`src/rtl/stopwatch_pkg.sv`:
```
// Shared types and count constants for the stopwatch front end.
// Top level and button decoder select debounce/hold counts from `sim` identically.
package stopwatch_pkg;

  typedef enum logic [1:0] {
    IDLE      = 2'd0,
    HELD      = 2'd1,
    LONG_HELD = 2'd2
  } state_e;

  localparam int unsigned DEBOUNCE_N_HW    = 1000000;
  localparam int unsigned DEBOUNCE_N_SIM   = 4;
  localparam int unsigned DEBOUNCE_BITS_HW  = 20;
  localparam int unsigned DEBOUNCE_BITS_SIM = 3;
  localparam int unsigned LONG_N_HW        = 100000000;
  localparam int unsigned LONG_N_SIM       = 16;
  localparam int unsigned LONG_BITS_HW     = 27;
  localparam int unsigned LONG_BITS_SIM    = 5;

  function automatic int unsigned pick_count(input bit sim, input int unsigned hw,
                                             input int unsigned sim_val);
    return sim ? sim_val : hw;
  endfunction

endpackage

```
`src/rtl/button_press_decoder_if.sv`:
```
// Button decoder signal bundle: raw button in, debounced level and command strobes out.
// state is a debug view of the press classifier FSM.
interface button_press_decoder_if;
  import stopwatch_pkg::*;

  // No handshake: button_in is a free-running level; short_pulse/long_pulse are
  // single-cycle strobes with no back-pressure, the consumer must sample every cycle.
  logic   button_in;
  logic   pressed;
  logic   short_pulse;
  logic   long_pulse;
  state_e state;

  modport master (output button_in, input pressed, short_pulse, long_pulse, state);
  modport slave  (input button_in, output pressed, short_pulse, long_pulse, state);
endinterface

```
`src/rtl/button_press_decoder_debounce_filter.sv`:
```
// Two-flop synchroniser followed by a stability counter; dout only changes after
// the synchronised level has disagreed with it for debounce_n consecutive cycles.
module debounce_filter #(
  parameter int unsigned debounce_n    = 4,
  parameter int unsigned debounce_bits = 3
) (
  input  logic clk,
  input  logic reset,
  input  logic din,
  output logic dout
);

  logic                     sync1_q, sync1_d;
  logic                     sync2_q, sync2_d;
  logic                     stable_q, stable_d;
  logic [debounce_bits-1:0] cnt_q, cnt_d;

  always_comb begin
    sync1_d  = din;
    sync2_d  = sync1_q;
    stable_d = stable_q;
    cnt_d    = '0;
    // Any cycle of agreement restarts the count, so bounces never accumulate.
    if (sync2_q != stable_q) begin
      if (cnt_q == debounce_bits'(debounce_n - 1)) begin
        stable_d = sync2_q;
      end else begin
        cnt_d = cnt_q + 1'b1;
      end
    end
  end

  always_ff @(posedge clk or negedge reset) begin
    if (!reset) begin
      sync1_q  <= 1'b0;
      sync2_q  <= 1'b0;
      stable_q <= 1'b0;
      cnt_q    <= '0;
    end else begin
      sync1_q  <= sync1_d;
      sync2_q  <= sync2_d;
      stable_q <= stable_d;
      cnt_q    <= cnt_d;
    end
  end

  assign dout = stable_q;

endmodule

```
`src/rtl/button_press_decoder.sv`:
```
// Debounces the raw button and classifies each press into a one-cycle short
// (start/stop) or long (clear) command strobe.
module button_press_decoder
  import stopwatch_pkg::*;
#(
  parameter bit sim = 1'b0
) (
  input  logic                  clk,
  input  logic                  reset,
  button_press_decoder_if.slave bus
);

  localparam int unsigned debounce_n    = pick_count(sim, DEBOUNCE_N_HW, DEBOUNCE_N_SIM);
  localparam int unsigned debounce_bits = pick_count(sim, DEBOUNCE_BITS_HW, DEBOUNCE_BITS_SIM);
  localparam int unsigned long_n        = pick_count(sim, LONG_N_HW, LONG_N_SIM);
  localparam int unsigned long_bits     = pick_count(sim, LONG_BITS_HW, LONG_BITS_SIM);

  logic                 pressed_w;
  state_e               state_q, state_d;
  logic [long_bits-1:0] hold_cnt_q, hold_cnt_d;
  logic                 short_q, short_d;
  logic                 long_q, long_d;

  debounce_filter #(
    .debounce_n    (debounce_n),
    .debounce_bits (debounce_bits)
  ) u_debounce (
    .clk   (clk),
    .reset (reset),
    .din   (bus.button_in),
    .dout  (pressed_w)
  );

  always_comb begin
    state_d    = state_q;
    hold_cnt_d = hold_cnt_q;
    short_d    = 1'b0;
    long_d     = 1'b0;
    case (state_q)
      IDLE: begin
        if (pressed_w) begin
          state_d    = HELD;
          hold_cnt_d = '0;
        end
      end
      HELD: begin
        hold_cnt_d = hold_cnt_q + 1'b1;
        // Release is checked first so a release on the threshold cycle stays short.
        if (!pressed_w) begin
          short_d = 1'b1;
          state_d = IDLE;
        end else if (hold_cnt_d == long_bits'(long_n - 1)) begin
          long_d  = 1'b1;
          state_d = LONG_HELD;
        end
      end
      LONG_HELD: begin
        if (!pressed_w) begin
          state_d = IDLE;
        end
      end
      default: state_d = IDLE;
    endcase
  end

  always_ff @(posedge clk or negedge reset) begin
    if (!reset) begin
      state_q    <= IDLE;
      hold_cnt_q <= '0;
      short_q    <= 1'b0;
      long_q     <= 1'b0;
    end else begin
      state_q    <= state_d;
      hold_cnt_q <= hold_cnt_d;
      short_q    <= short_d;
      long_q     <= long_d;
    end
  end

  assign bus.pressed     = pressed_w;
  assign bus.short_pulse = short_q;
  assign bus.long_pulse  = long_q;
  assign bus.state       = state_q;

endmodule

```
`src/flat_wrapper.sv`:
```
// flat-port wrapper written by rule: the top's interface ports become plain ports
module button_press_decoder_flat import stopwatch_pkg::*;
#(
  parameter bit sim = 1'b0
)
  (clk, reset, bus_button_in, bus_pressed, bus_short_pulse, bus_long_pulse, bus_state);
  button_press_decoder_if bus_i ();
  input  logic clk;
  input  logic reset;
  input wire logic [$bits(bus_i.button_in)-1:0] bus_button_in;
  output wire logic [$bits(bus_i.pressed)-1:0] bus_pressed;
  output wire logic [$bits(bus_i.short_pulse)-1:0] bus_short_pulse;
  output wire logic [$bits(bus_i.long_pulse)-1:0] bus_long_pulse;
  output wire logic [$bits(bus_i.state)-1:0] bus_state;
  assign bus_i.button_in = bus_button_in;
  assign bus_pressed = bus_i.pressed;
  assign bus_short_pulse = bus_i.short_pulse;
  assign bus_long_pulse = bus_i.long_pulse;
  assign bus_state = bus_i.state;
  button_press_decoder #(.sim(sim)) u_core (.clk(clk), .reset(reset), .bus(bus_i));
endmodule
```
`config.mk`:
```
export PLATFORM = sky130hd
export DESIGN_NAME = button_press_decoder_flat
export DESIGN_NICKNAME = d
export VERILOG_FILES = /design/src/rtl/stopwatch_pkg.sv /design/src/rtl/button_press_decoder_if.sv /design/src/rtl/button_press_decoder_debounce_filter.sv /design/src/rtl/button_press_decoder.sv /design/src/flat_wrapper.sv
export SDC_FILE = /design/constraint.sdc
export NUM_CORES = 1
export LEC_CHECK = 0
export ABC_AREA = 1
export CAP_MARGIN = 20
export CELL_PAD_IN_SITES_DETAIL_PLACEMENT = 1
export CELL_PAD_IN_SITES_GLOBAL_PLACEMENT = 1
export CORE_AREA = 5 5 105 107
export CTS_CLUSTER_SIZE = 14
export DETAILED_ROUTE_END_ITERATION = 10
export DIE_AREA = 0 0 110 112
export PLACE_DENSITY_LB_ADDON = 0.3
export SLEW_MARGIN = 20
export SYNTH_ARGS = -nofsm -noshare
export SYNTH_HDL_FRONTEND = slang
export SYNTH_SLANG_ARGS = --single-unit
```
`constraint.sdc`:
```
create_clock -name clk -period 2.1 [get_ports clk]
set_input_delay 0.315 -clock clk [delete_from_list [all_inputs] [get_ports clk]]
set_output_delay 0.315 -clock clk [all_outputs]
set_load 0.005 [all_outputs]
```
==> impl_results.md <==
* Pre-CTS setup slack at 0.06037 ns
* Final instance area at 0.003799 mm2
* H-tree levels at 2
* Final Cycle Share at 92.50%
* Mean cell area of the mapped netlist at 6.900 um2
* WL final at 9356 um
* Clk_skew at 0.01400 ns
* Commonest non-fill, non-tap cell in the layout: nand2_1
* Gr ovfl total at 0
* Post-DP HPWL at 7404 um
* Vias in the first global route at 3158
* Status: completed
* Num rows at 37
* # diodes at 0
* GRT Overall Usage at 16.40%
* Slew headroom at 47.60%
* Endpoint of the worst-slack reg-to-reg timing path: u_core.bus.state[0]
* Largest family of logic cells by synthesized area: simple AND/OR/NAND/NOR gates
* Xor/xnor share of the synthesized area at 1.301%
* IR Drop Worst-Case VDD at 0.3744 mV
* Syn_nets at 494
* Synthesized area at 0.003367 mm2
* CTS Sinks at 54
* Fraction of registers with async set/reset at 100.0%
* Area Overhead vs Synth at 12.82%
* R2R Path Start: u_core.hold_cnt_q[1]
* Max Clock Freq at 0.5148 GHz
* CTS max path bufs at 2
* Root buffer cell: clkbuf_8
* Post-Syn Instances at 488
* WP data arrival at 2.15 ns
* Worst Path Required at 2.31 ns
* DR WL/cell at 14.51 um
* Initial antenna violation count at 0
* Initial Util at 33.52%
* CTS tree: built
* Fin Setup TNS at 0 ns
* Initial drt markers at 118
* Compound-Gate Fraction of Synth Area at 8.658%
* First-pass GRT wire length at 15750 um
* Vias at 3093
* PortBufs at 7
* Hold_buf cts at 0
* Critical Path Fanout Max at 6
* Max-Cap Viols at 0
* IO Pins at 8
* Mux contribution to synthesized area at 0.3344%
* Fill cells at 1302
* Sequential share of the synthesized area at 40.13%
* Worst Max-Slew Pin Slew at 0.7860 ns
* Die Ht at 112 um
* Synth warn at 0
* # DRC at 0
* Worst Hold Class: input port to async pin
* Reg2reg path depth at 14
* Final Hold Vio Count at 0
* Setup slack after layout at 0.1574 ns
* Antenna Nets Post-Route at 0
* Distinct cell type count of the synthesized netlist at 31
* Vias per cell at 4.795
* Final layout net count at 514
* Core area at 0.01005 mm2
* Setup violators final at 0
* Multi-input gate area at 0.001728 mm2
* Routability Congestion at 0.8361
* Final core occ at 37.81%
* Static leakage at 1.702 nW
* Largest net degree at the start of global routing at 34
* CP Capture Type: flop
* Power per Cell Area at 447.3 mW/mm2
* Top_reg_cell synth: dfrtp_1
* Register area at 0.001354 mm2
* Post-synth EDFFs at 0
* Minimum clock period at 1.943 ns
* Post-Synth Simple-Gate Area at 39.09%
* Clk Latency, worst-skew pair at 0.33 ns
* Worst reg2reg setup slack at 0.16 ns
* Clock Pin Slew Worst Setup and Hold Paths at 0.10 ns
* FF+latch count, synth at 54
* Share of cells above drive strength 1 at 10.81%
* Initial DRT Pass Iterations at 4
* Die extent in x at 110 um
* Synth Area in Adders at 1.115%
* Most frequent cells in the layout: nand2_1, nor2_1, inv_1
* TritonCTS Buffers at 5
* Final slew viol count at 0
* Critical path launch point type: flop
* CP Class: flop to flop
* Hold WS at 0.06515 ns
* Placed cell area at 0.003660 mm2
* Die area at 0.01232 mm2
* Unrepaired setup endpoints after global routing: yes
## final cells by class
class	count	share of cell area, %
Clock buffer	6	1.910
Timing Repair Buffer	19	4.414
Clock inverter	2	0.3623
Inverter	78	7.708
Sequential cell	54	35.64
Multi-Input combinational cell	350	45.49
Tap cell	136	4.480
## cells in the mapped netlist, types with 3 or more instances
| cell | count | area (um2) |
|---|---|---|
| nand3_1 | 38 | 190.2 |
| ha_1 | 3 | 37.54 |
| o22ai_1 | 22 | 137.6 |
| o21ai_1 | 4 | 20.02 |
| nand2_1 | 135 | 506.7 |
| nor3_2 | 3 | 30.03 |
| nor3_1 | 5 | 25.02 |
| inv_1 | 76 | 285.3 |
| a21oi_1 | 7 | 35.03 |
| nand2_4 | 4 | 45.04 |
| nor2_1 | 81 | 304.0 |
| nand2_2 | 5 | 31.28 |
| clkbuf_1 | 4 | 15.01 |
| nor2_2 | 3 | 18.77 |
| nor2_4 | 5 | 56.30 |
| dfrtp_1 | 54 | 1351 |
| xor2_1 | 3 | 26.28 |
| o21ai_0 | 11 | 55.05 |
| nand4_1 | 6 | 37.54 |
## critical path, stage by stage, from the launching register on
cell and delay, ns:
dfrtp_2 0.41, ha_2 0.23, nand2_2 0.12, nor2_8 0.16, nand2_4 0.10, nor2_4 0.10, nand2_1 0.06, nand2_1 0.08
nand2_2 0.06, nor2_1 0.15, nand2_1 0.07, nor2_1 0.11, nand3_1 0.08, nand2_1 0.07, nand2_1 0.04
## layer usage
metal,global-route usage [%],up-vias,share of wire (%)
met5,0,-,0
li1,-,1571,-
met3,2.261,7,4.2
met2,25.77,31,46
met1,23.54,1484,49
met4,4.239,0,1.2
## registers in the layout (all words and copies together) (netlist names)
name and cells:
u_core.bus.state 2, u_core.u_debounce.cnt_q 20, u_core.bus.long_pulse 1, u_core.u_debounce.sync1_q 1, u_core.hold_cnt_q 27, u_core.u_debounce.dout 1, u_core.u_debounce.sync2_q 1, u_core.bus.short_pulse 1
## how the worst max path moves through the flow
stage                          startpoint                          end  slack, ns  depth (start not counted)
2_1_floorplan        u_core.hold_cnt_q[1]          u_core.bus.state[0]       0.31                         14
3_3_place_gp   u_core.u_debounce.cnt_q[0]  u_core.u_debounce.cnt_q[16]       0.10                         12
3_5_place_dp         u_core.hold_cnt_q[1]          u_core.bus.state[0]       0.06                         12
4_1_cts              u_core.hold_cnt_q[1]          u_core.bus.state[0]       0.04                         12
5_1_grt              u_core.hold_cnt_q[1]          u_core.bus.state[0]      -0.09                         14
6_report             u_core.hold_cnt_q[1]          u_core.bus.state[0]       0.16                         14
## power by group
part / internal, W / switching [W] / leakage [nW]
Sequential: 0.00105 / 0.00000443 / 0.744
Combinational: 0.0000153 / 0.0000351 / 0.913
Clock: 0.000237 / 0.000362 / 0.0452
## kinds of logic (layout without fill, tap and decap cells)
logic type,Yosys count,count (layout)
and+or+nand+nor,291,291
buffers and inverters,84,105
DFF,54,54
AOI/OAI and AO/OA,50,50
xor gates and xnor gates,5,5
adders and majority gates,3,3
muxes,1,1
## through the flow
step | instances | total power (W)
floorplan | 488 | 0.001086
global placement | 634 | 0.001122
detailed placement | 634 | 0.001123
CTS | 642 | 0.001743
global route | 645 | 0.001787
finish | 645 | 0.001699
## repair_timing
| item | in CTS | in global routing |
|---|---|---|
| setup buffers | 0 | 3 |
| resized for setup | 0 | 10 |
| setup endpoints to repair | 0 | 5 |
(Power assumes the default switching activity.)
